**src/rtl/buzzer_pkg.sv**
```systemverilog
// Buzzer player shared types and song word layout.
// Imported by the player FSM and its prescaler.
package buzzer_pkg;

  typedef enum logic [2:0] {
    IDLE,
    LOAD,
    PLAY,
    ADV,
    DONE
  } state_t;

  localparam int TONE_MSB = 11;
  localparam int TONE_LSB = 4;
  localparam int DUR_MSB  = 3;
  localparam int DUR_LSB  = 0;

  localparam logic [11:0] END_WORD = 12'h000;

endpackage

```
**src/rtl/tick_gen.sv**
```systemverilog
// Tick prescaler: one-cycle strobe every TICK_DIV clocks.
// Held at zero while clr is high.
module tick_gen #(
  parameter int TICK_DIV = 500
) (
  input  logic clk,
  input  logic rst_n,
  input  logic clr,
  output logic tick
);

  localparam int W = (TICK_DIV > 1) ? $clog2(TICK_DIV) : 1;
  localparam logic [W-1:0] LAST = W'(TICK_DIV - 1);

  logic [W-1:0] cnt_q, cnt_d;

  assign tick = !clr && (cnt_q == LAST);

  always_comb begin
    cnt_d = cnt_q + 1'b1;
    if (clr || cnt_q == LAST) cnt_d = '0;
  end

  always_ff @(posedge clk or negedge rst_n) begin
    if (!rst_n) cnt_q <= '0;
    else        cnt_q <= cnt_d;
  end

endmodule

```
**src/rtl/buzzer_player.sv**
```systemverilog
// Piezo song player: fetches song words, plays each as a
// square-wave tone for its duration, stops on END_WORD.
module buzzer_player
  import buzzer_pkg::*;
#(
  parameter int TICK_DIV   = 500,
  parameter int BEAT_TICKS = 12500,
  parameter int ROM_LAT    = 2
) (
  input  logic        clk,
  input  logic        rst_n,
  input  logic        play,
  input  logic        stop,
  input  logic [11:0] note_data,
  output logic        note_adv,
  output logic        buzzer,
  output logic        busy,
  output logic        done,
  output logic [7:0]  cur_note
);

  localparam int DW = $clog2(16 * BEAT_TICKS + 1);
  localparam int WW = (ROM_LAT > 0) ? $clog2(ROM_LAT + 1) : 1;

  state_t          state_q, state_d;
  logic [WW-1:0]   wait_q, wait_d;
  logic [7:0]      tone_q, tone_d;
  logic [3:0]      dcode_q, dcode_d;
  logic [DW-1:0]   dcnt_q, dcnt_d;
  logic [7:0]      hp_q, hp_d;
  logic            buzz_q, buzz_d;

  logic            tick;
  logic [4:0]      units;
  logic [DW-1:0]   dur_lim;

  tick_gen #(.TICK_DIV(TICK_DIV)) u_tick (
    .clk  (clk),
    .rst_n(rst_n),
    .clr  (state_q != PLAY),
    .tick (tick)
  );

  // Duration code 0 stands for 16 units.
  assign units   = (dcode_q == 4'd0) ? 5'd16 : {1'b0, dcode_q};
  assign dur_lim = DW'(units) * DW'(BEAT_TICKS);

  always_comb begin
    state_d = state_q;
    wait_d  = wait_q;
    tone_d  = tone_q;
    dcode_d = dcode_q;
    dcnt_d  = dcnt_q;
    hp_d    = hp_q;
    buzz_d  = buzz_q;
    unique case (state_q)
      IDLE: begin
        buzz_d = 1'b0;
        if (play) begin
          state_d = LOAD;
          wait_d  = '0;
        end
      end
      LOAD: begin
        if (wait_q == WW'(ROM_LAT)) begin
          if (note_data == END_WORD) begin
            state_d = DONE;
          end else begin
            state_d = PLAY;
            tone_d  = note_data[TONE_MSB:TONE_LSB];
            dcode_d = note_data[DUR_MSB:DUR_LSB];
            dcnt_d  = '0;
            hp_d    = '0;
            buzz_d  = 1'b0;
          end
        end else begin
          wait_d = wait_q + 1'b1;
        end
      end
      PLAY: begin
        if (tone_q == 8'd0) buzz_d = 1'b0;
        if (tick) begin
          if (tone_q != 8'd0) begin
            if (hp_q == tone_q - 8'd1) begin
              hp_d   = '0;
              buzz_d = ~buzz_q;
            end else begin
              hp_d = hp_q + 8'd1;
            end
          end
          if (dcnt_q == dur_lim - 1'b1) begin
            state_d = ADV;
            buzz_d  = 1'b0;
          end else begin
            dcnt_d = dcnt_q + 1'b1;
          end
        end
      end
      ADV: begin
        state_d = LOAD;
        wait_d  = '0;
      end
      DONE:    state_d = IDLE;
      default: state_d = IDLE;
    endcase
    if (stop) begin
      state_d = IDLE;
      buzz_d  = 1'b0;
    end
  end

  always_ff @(posedge clk or negedge rst_n) begin
    if (!rst_n) begin
      state_q <= IDLE;
      wait_q  <= '0;
      tone_q  <= '0;
      dcode_q <= '0;
      dcnt_q  <= '0;
      hp_q    <= '0;
      buzz_q  <= 1'b0;
    end else begin
      state_q <= state_d;
      wait_q  <= wait_d;
      tone_q  <= tone_d;
      dcode_q <= dcode_d;
      dcnt_q  <= dcnt_d;
      hp_q    <= hp_d;
      buzz_q  <= buzz_d;
    end
  end

  assign note_adv = (state_q == ADV);
  assign done     = (state_q == DONE);
  assign busy     = (state_q != IDLE);
  assign buzzer   = buzz_q;
  assign cur_note = (state_q == PLAY) ? tone_q : 8'd0;

endmodule

```
**config.mk**
```make
export PLATFORM = sky130hd
export DESIGN_NAME = buzzer_player
export DESIGN_NICKNAME = d
export VERILOG_FILES = /design/src/rtl/buzzer_pkg.sv /design/src/rtl/tick_gen.sv /design/src/rtl/buzzer_player.sv
export SDC_FILE = /design/constraint.sdc
export NUM_CORES = 1
export LEC_CHECK = 0
export BUFFER_PORTS_ARGS = -buffer_cell sky130_fd_sc_hd__buf_4
export CAP_MARGIN = 20
export CORE_MARGIN = 8
export CORE_UTILIZATION = 56
export DETAILED_ROUTE_END_ITERATION = 8
export GPL_TIMING_DRIVEN = 0
export HOLD_SLACK_MARGIN = 0.15
export MAX_ROUTING_LAYER = met4
export PLACE_DENSITY_LB_ADDON = 0.25
export REMOVE_ABC_BUFFERS = 1
export SYNTH_ARGS = -nofsm -noshare
export SYNTH_HDL_FRONTEND = slang
export SYNTH_SLANG_ARGS = --single-unit
```
**constraint.sdc**
```tcl
create_clock -name clk -period 4.12 [get_ports clk]
set_clock_uncertainty 0.05 [all_clocks]
set_input_delay 0.824 -clock clk [delete_from_list [all_inputs] [get_ports clk]]
set_output_delay 0.824 -clock clk [all_outputs]
set_load 0.1 [all_outputs]
```
Word level (Yosys, flattened, before mapping)
Cells that the tools add are included.
{ "classes": {"add_sub_neg": 6, "n_mul": 1, "eq_ne": 21, "mux": 33, "n_bitwise": 2, "reduce_logical": 18} }
{ "ops": {"columns": ["cell", "n"], "rows": [
  ["18-bit two-way mux", 4],
  ["8-bit two-way mux", 6],
  ["18-bit case mux with 2 select lines", 1],
  ["18-bit by 1-bit adder with 18-bit output, second input constant", 1],
  ["18-bit equality test", 1],
  ["3-bit two-way mux", 6],
  ["18-bit by 1-bit subtractor with 18-bit output, second input constant", 1],
  ["5-bit by 12-bit multiplier with 16-bit output, second input constant", 1],
  ["8-bit case mux with 2 select lines", 1],
  ["3-bit != test, second input constant", 5],
  ["2-bit != test, second input constant", 7],
  ["12-bit logical NOT", 1],
  ["3-bit case mux with 4 select lines", 1],
  ["5-bit AND reduction", 2],
  ["9-bit by 1-bit adder with 9-bit output, second input constant", 1],
  ["9-bit equality test, second input constant", 1],
  ["9-bit two-way mux", 1],
  ["3-bit AND reduction", 3],
  ["8-bit by 1-bit adder with 8-bit output, second input constant", 1],
  ["8-bit equality test", 1],
  ["8-bit logical NOT", 1],
  ["1-bit two-way mux", 8],
  ["8-bit nonzero test", 1],
  ["8-bit by 1-bit subtractor with 8-bit output, second input constant", 1],
  ["other kinds (20)", 24]
]} }
{ "totals": {"ff_bits": 53, "inputBits": 16, "output_inout_bits": 12, "word_cells": 89} }

Depth between registers and ports, before layout
{ "depth": {"word_depth": 9, "depth_mapped": 21, "mapped_depth_nobuf": 18} }

Modules after synthesis
Synthesis repeated with hierarchy kept, for this count alone.
{ "unflattened": {"cells_unflattened": 538, "hier_area_um2": 4564.4} }
{ "by_module_without_submodules": {"columns": ["module", "instances", "cells_per_inst", "area_each_um2", "seq_area_each_um2"], "rows": [
  ["buzzer_player", 1, 489, 4060.1, 1101.1],
  ["tick_gen", 1, 49, 504.2, 225.2]
]} }

Worst setup path before layout
Ideal clock, no wire load.
{ "synth_path": {"path_kind": "register to register", "startpoint": "reg dcode_q[1]", "endpoint": "reg buzz_q (netlist: buzzer)", "setup_time_ps": 126, "arrival_ps": 4278, "required_time_ps": 3944, "path_slack_ps": -334, "stages_incl_launch_ff": 21, "path_buffers": 2, "period_less_slack_ps": 4454, "path_cell_list": "dfrtp_1 -> inv_1 -> ha_1 -> nand2_1 -> inv_1 -> nor2_1 -> xnor2_1 -> ha_1 -> ha_1 -> buf_6 -> and3_4 -> a221oi_4 -> a2bb2oi_1 -> xor2_1 -> or2_2 -> a221oi_1 -> nor4_2 -> nor4_4 -> buf_2 -> a21oi_1 -> a311o_1"} }
{ "synth_between": {"elab_chain_cells": 9} }
{ "synth_rtl": {"columns": ["item", "line_no", "text"], "rows": [
  ["start: declaration", "buzzer_player.sv:28", "logic [3:0] dcode_q, dcode_d;"],
  ["start signal: assignment", "buzzer_player.sv:125", "dcode_q <= dcode_d;"],
  ["4-bit logical NOT", "buzzer_player.sv:45", "assign units = (dcode_q == 4'd0) ? 5'd16 : {1'b0, dcode_q};"],
  ["5-bit two-way mux *", "buzzer_player.sv:45", null],
  ["5-bit by 12-bit multiplier with 16-bit output *", "buzzer_player.sv:46", "assign dur_lim = DW'(units) * DW'(BEAT_TICKS);"],
  ["18-bit by 1-bit subtractor with 18-bit output *", "buzzer_player.sv:91", "if (dcnt_q == dur_lim - 1'b1) begin"],
  ["18-bit equality test *", "buzzer_player.sv:91", null],
  ["1-bit two-way mux *", "buzzer_player.sv:91", null],
  ["1-bit two-way mux *", "buzzer_player.sv:82", "if (tick) begin"],
  ["1-bit case mux with 3 select lines *", "buzzer_player.sv:56", "unique case (state_q)"],
  ["1-bit two-way mux *", "buzzer_player.sv:106", "if (stop) begin"],
  ["end signal: assignment", "buzzer_player.sv:128", "buzz_q <= buzz_d;"],
  ["end: declaration", "buzzer_player.sv:31", "logic buzz_q, buzz_d;"]
]} }
Every way passes the cells marked *; elsewhere a longest branch is shown, timed or not.
A chain may end at the register's enable or synchronous reset.

Final worst setup path
{ "layout_path": {"startpoint": "reg dcode_q[3]", "endpoint": "reg dcnt_q[5]"} }
{ "layout_between": {"elab_chain_cells": 7} }
{ "layout_rtl": {"columns": ["item", "line_no", "text"], "rows": [
  ["4-bit logical NOT", "buzzer_player.sv:45", null],
  ["5-bit two-way mux *", "buzzer_player.sv:45", null],
  ["5-bit by 12-bit multiplier with 16-bit output *", "buzzer_player.sv:46", null],
  ["18-bit by 1-bit subtractor with 18-bit output *", "buzzer_player.sv:91", null],
  ["18-bit equality test *", "buzzer_player.sv:91", null],
  ["2-bit != test (no source line) *", null, null],
  ["5-bit AND reduction (no source line) *", null, null],
  ["end signal: assignment", "buzzer_player.sv:126", "dcnt_q <= dcnt_d;"],
  ["end: declaration", "buzzer_player.sv:29", "logic [DW-1:0] dcnt_q, dcnt_d;"]
]} }
Marked as above.

==> reports/results.tsv <==
metric	value	unit
post-synthesis sequential area ratio	0.3127	
Sink Count	53	
Tmin final	4.406	ns
Async S/R FF share, synth	1.000	
Fillers	516	
f_max	227.0	MHz
delay-heaviest family, CP	simple AND/OR/NAND/NOR gates	
DR WL/cell	18.35	µm
CTS clock-pin slew for the worst setup and hold paths	0.09	ns
post-synth cell types	72	
period utilization	1.069	
Hold/Removal Path Class	reg2reg	
CP max stage delay	0.48	ns
initial antenna violation count	0	
layout cells sized above 1	0.2939	
Synthesis Warnings	0	
global-route usage over all layers	0.2098	
global-route wire length before repair	17350	µm
Slew headroom	0.3082	
row count	31	
Seq cells post-synth	53	
crit path buf inv count	6	
Core Util, Final	0.7435	
maximum number of pins on one net before global-route repair	54	
Mapped Cells	486	
CTS H-Tree Depth	2	
failing checks	negative setup slack	
area grow syn2layout	27.82	%
DRT Pass-1 Iters	4	
Port Buffers	27	
IO Pins	28	
synthesized area	4242	µm²
Final Hold Viols	0	
Die H	103.0	µm
DP Worst Slack	-1.288	ns
Congestion Overflow GR	0	
nets	585	
syn_area_per_cell	8.728	µm²
remaining antenna violation count	0	
Die Area	10620	µm²
cells along the critical path	inv_2, ha_4, nand2_4, inv_4, buf_4, nor2_1, ha_2, ha_4, ha_4, or3_4, nor3_4, o211ai_1, nor3_2, buf_4, nand3_4, buf_4, o311ai_4, nor4_4, buf_8, or4_4, a21oi_2	
register area	1328	µm²
Most used DFF post-synth	dfrtp_1	
area of the multi-input gates	3273	µm²
# setup viols final	20	
crit path DAT	4.59	ns
outcome	finished, violations left	
Worst-Margin Slew	1.032	ns
Post-synth EDFFs	0	
max_cap viols	0	
Worst Setup End Kind	flip-flop	
critical path type	reg2reg	
DR vias	3922	
Core Box Area	7292	µm²
Max FO, Critical Path	10	
Initial Utilization	0.5817	
Antenna Cells	0	
via-per-instance ratio	6.128	
GPL Wtd Cong	0.8932	
vias in the first global route	3730	
DPL Wire Length	7088	µm
WP data required	4.31	ns
RSZ-0062 raised after global routing	true	
CP Launch Type	flip-flop	
max-slew violation count	0	
Residual DRC	0	
Initial DRC Count	267	
die width	103.0	µm
total CTS buffers	5	
Root Buffer	clkbuf_8	
Max Buffers Root-to-Sink	2	
final worst slack	-0.2859	ns
clock latency on the worst-skew pair	0.32	ns
Slowest cell on crit path	or4_4	
Post-Route WL	11740	µm
CTS tree	built	
Yosys cell counts (15+ instances only):
master    instances  area [µm²]
nand2_1          62       232.7
dfrtp_1          53        1326
nor2_1           44       165.2
xnor2_1          34       297.8
ha_1             28       350.3
xor2_1           25       219.0
nand3_1          20       100.1
and3_1           17       106.4
a21oi_1          16       80.08
clkbuf_1         15       56.30
o211ai_1         15       112.6
or4_1            15       112.6
routing by layer:
| layer | up-vias | routed length, µm | part of all wire | global-route usage |
|---|---|---|---|---|
| met1 | 1926 | 4861 | 0.41 | 0.2544 |
| met5 | - | 0 | 0 | - |
| met3 | 31 | 423 | 0.036 | 0.02566 |
| met4 | 0 | 352 | 0.030 | 0.07786 |
| li1 | 1856 | - | - | - |
| met2 | 109 | 6106 | 0.52 | 0.3499 |
flip-flops by register name (all words and copies together), names as in the netlist:
register and cells:
tone_q 8, wait_q 2, dcode_q 4, hp_q 8, dcnt_q 18, buzzer 1
state_q 3, u_tick.cnt_q 9
stage by stage:
stage	hold slack [ns]	area [µm²]	std cells	TNS, ns
global placement	0.3860	4484	593	-24.90
global route	0.4256	5421	640	-7.607
detailed placement	0.4015	4523	596	-20.57
floorplan	0.3739	4158	467	-11.12
CTS	0.4152	5024	620	-0.5774
finish	0.4136	5421	640	-4.535
cells by family after synthesis:
| logic type | synth area share |
|---|---|
| buf+inv | 0.03038 |
| compound gates | 0.1522 |
| mux | 0.007080 |
| flops | 0.3127 |
| simple gates | 0.2876 |
| fa+ha+maj | 0.08732 |
| xor+xnor | 0.1218 |
| other cells | 0.0008841 |
worst reg2reg max path, stage by stage, from the launching register on:
cell	delay, ns
dfrtp_1	0.39
inv_2	0.08
ha_4	0.19
nand2_4	0.10
inv_4	0.06
buf_4	0.13
nor2_1	0.13
ha_2	0.22
ha_4	0.16
ha_4	0.21
or3_4	0.35
nor3_4	0.22
o211ai_1	0.18
nor3_2	0.26
buf_4	0.16
nand3_4	0.11
buf_4	0.17
o311ai_4	0.28
nor4_4	0.10
buf_8	0.16
or4_4	0.48
a21oi_2	0.15
worst paths after layout:
kind	end	start	cells after the start	slack [ns]
min	u_tick.cnt_q[0]$_DFF_PN0_	u_tick.cnt_q[0]$_DFF_PN0_	1	0.41
min reg2reg	u_tick.cnt_q[0]$_DFF_PN0_	u_tick.cnt_q[0]$_DFF_PN0_	1	0.41
max in group asynchronous	dcode_q[1]$_DFFE_PN0P_	rst_n	1	3.04
max reg2reg	dcnt_q[5]$_DFFE_PN0P_	dcode_q[3]$_DFFE_PN0P_	21	-0.29
min in group asynchronous	hp_q[5]$_DFFE_PN0P_	rst_n	1	0.48
max	dcnt_q[5]$_DFFE_PN0P_	dcode_q[3]$_DFFE_PN0P_	21	-0.29
layout make-up:
type / count / area share
multi-input cells: 402 / 0.6037
repair buffers: 66 / 0.09808
clock buffers: 5 / 0.01269
well taps: 99 / 0.02285
flip-flops and latches: 53 / 0.2449
inverters: 12 / 0.009231
clock inverters: 3 / 0.008539
layout by cell type, fill, tap and decap left out, types with 11 or more instances in the layout:
cell type,count
nor3_1,11
nand2_1,58
xnor2_1,28
ha_1,18
xor2_1,19
o21ai_0,11
nand3_1,20
o211ai_1,15
nor2_1,43
and3_1,16
dfrtp_1,52
buf_4,61
timing repair:
action | in CTS | in global routing
gates resized for setup | 47 | 43
setup endpoints to repair | 20 | 20
hold endpoints to repair | 0 | 0
pin swaps | 15 | 44
gates cloned | 0 | 2
buffers inserted | 16 | 19
hold buffers | 0 | 0
Power is not shown: default switching activity piles up to over one toggle a cycle in this logic, so the estimate is an artifact.
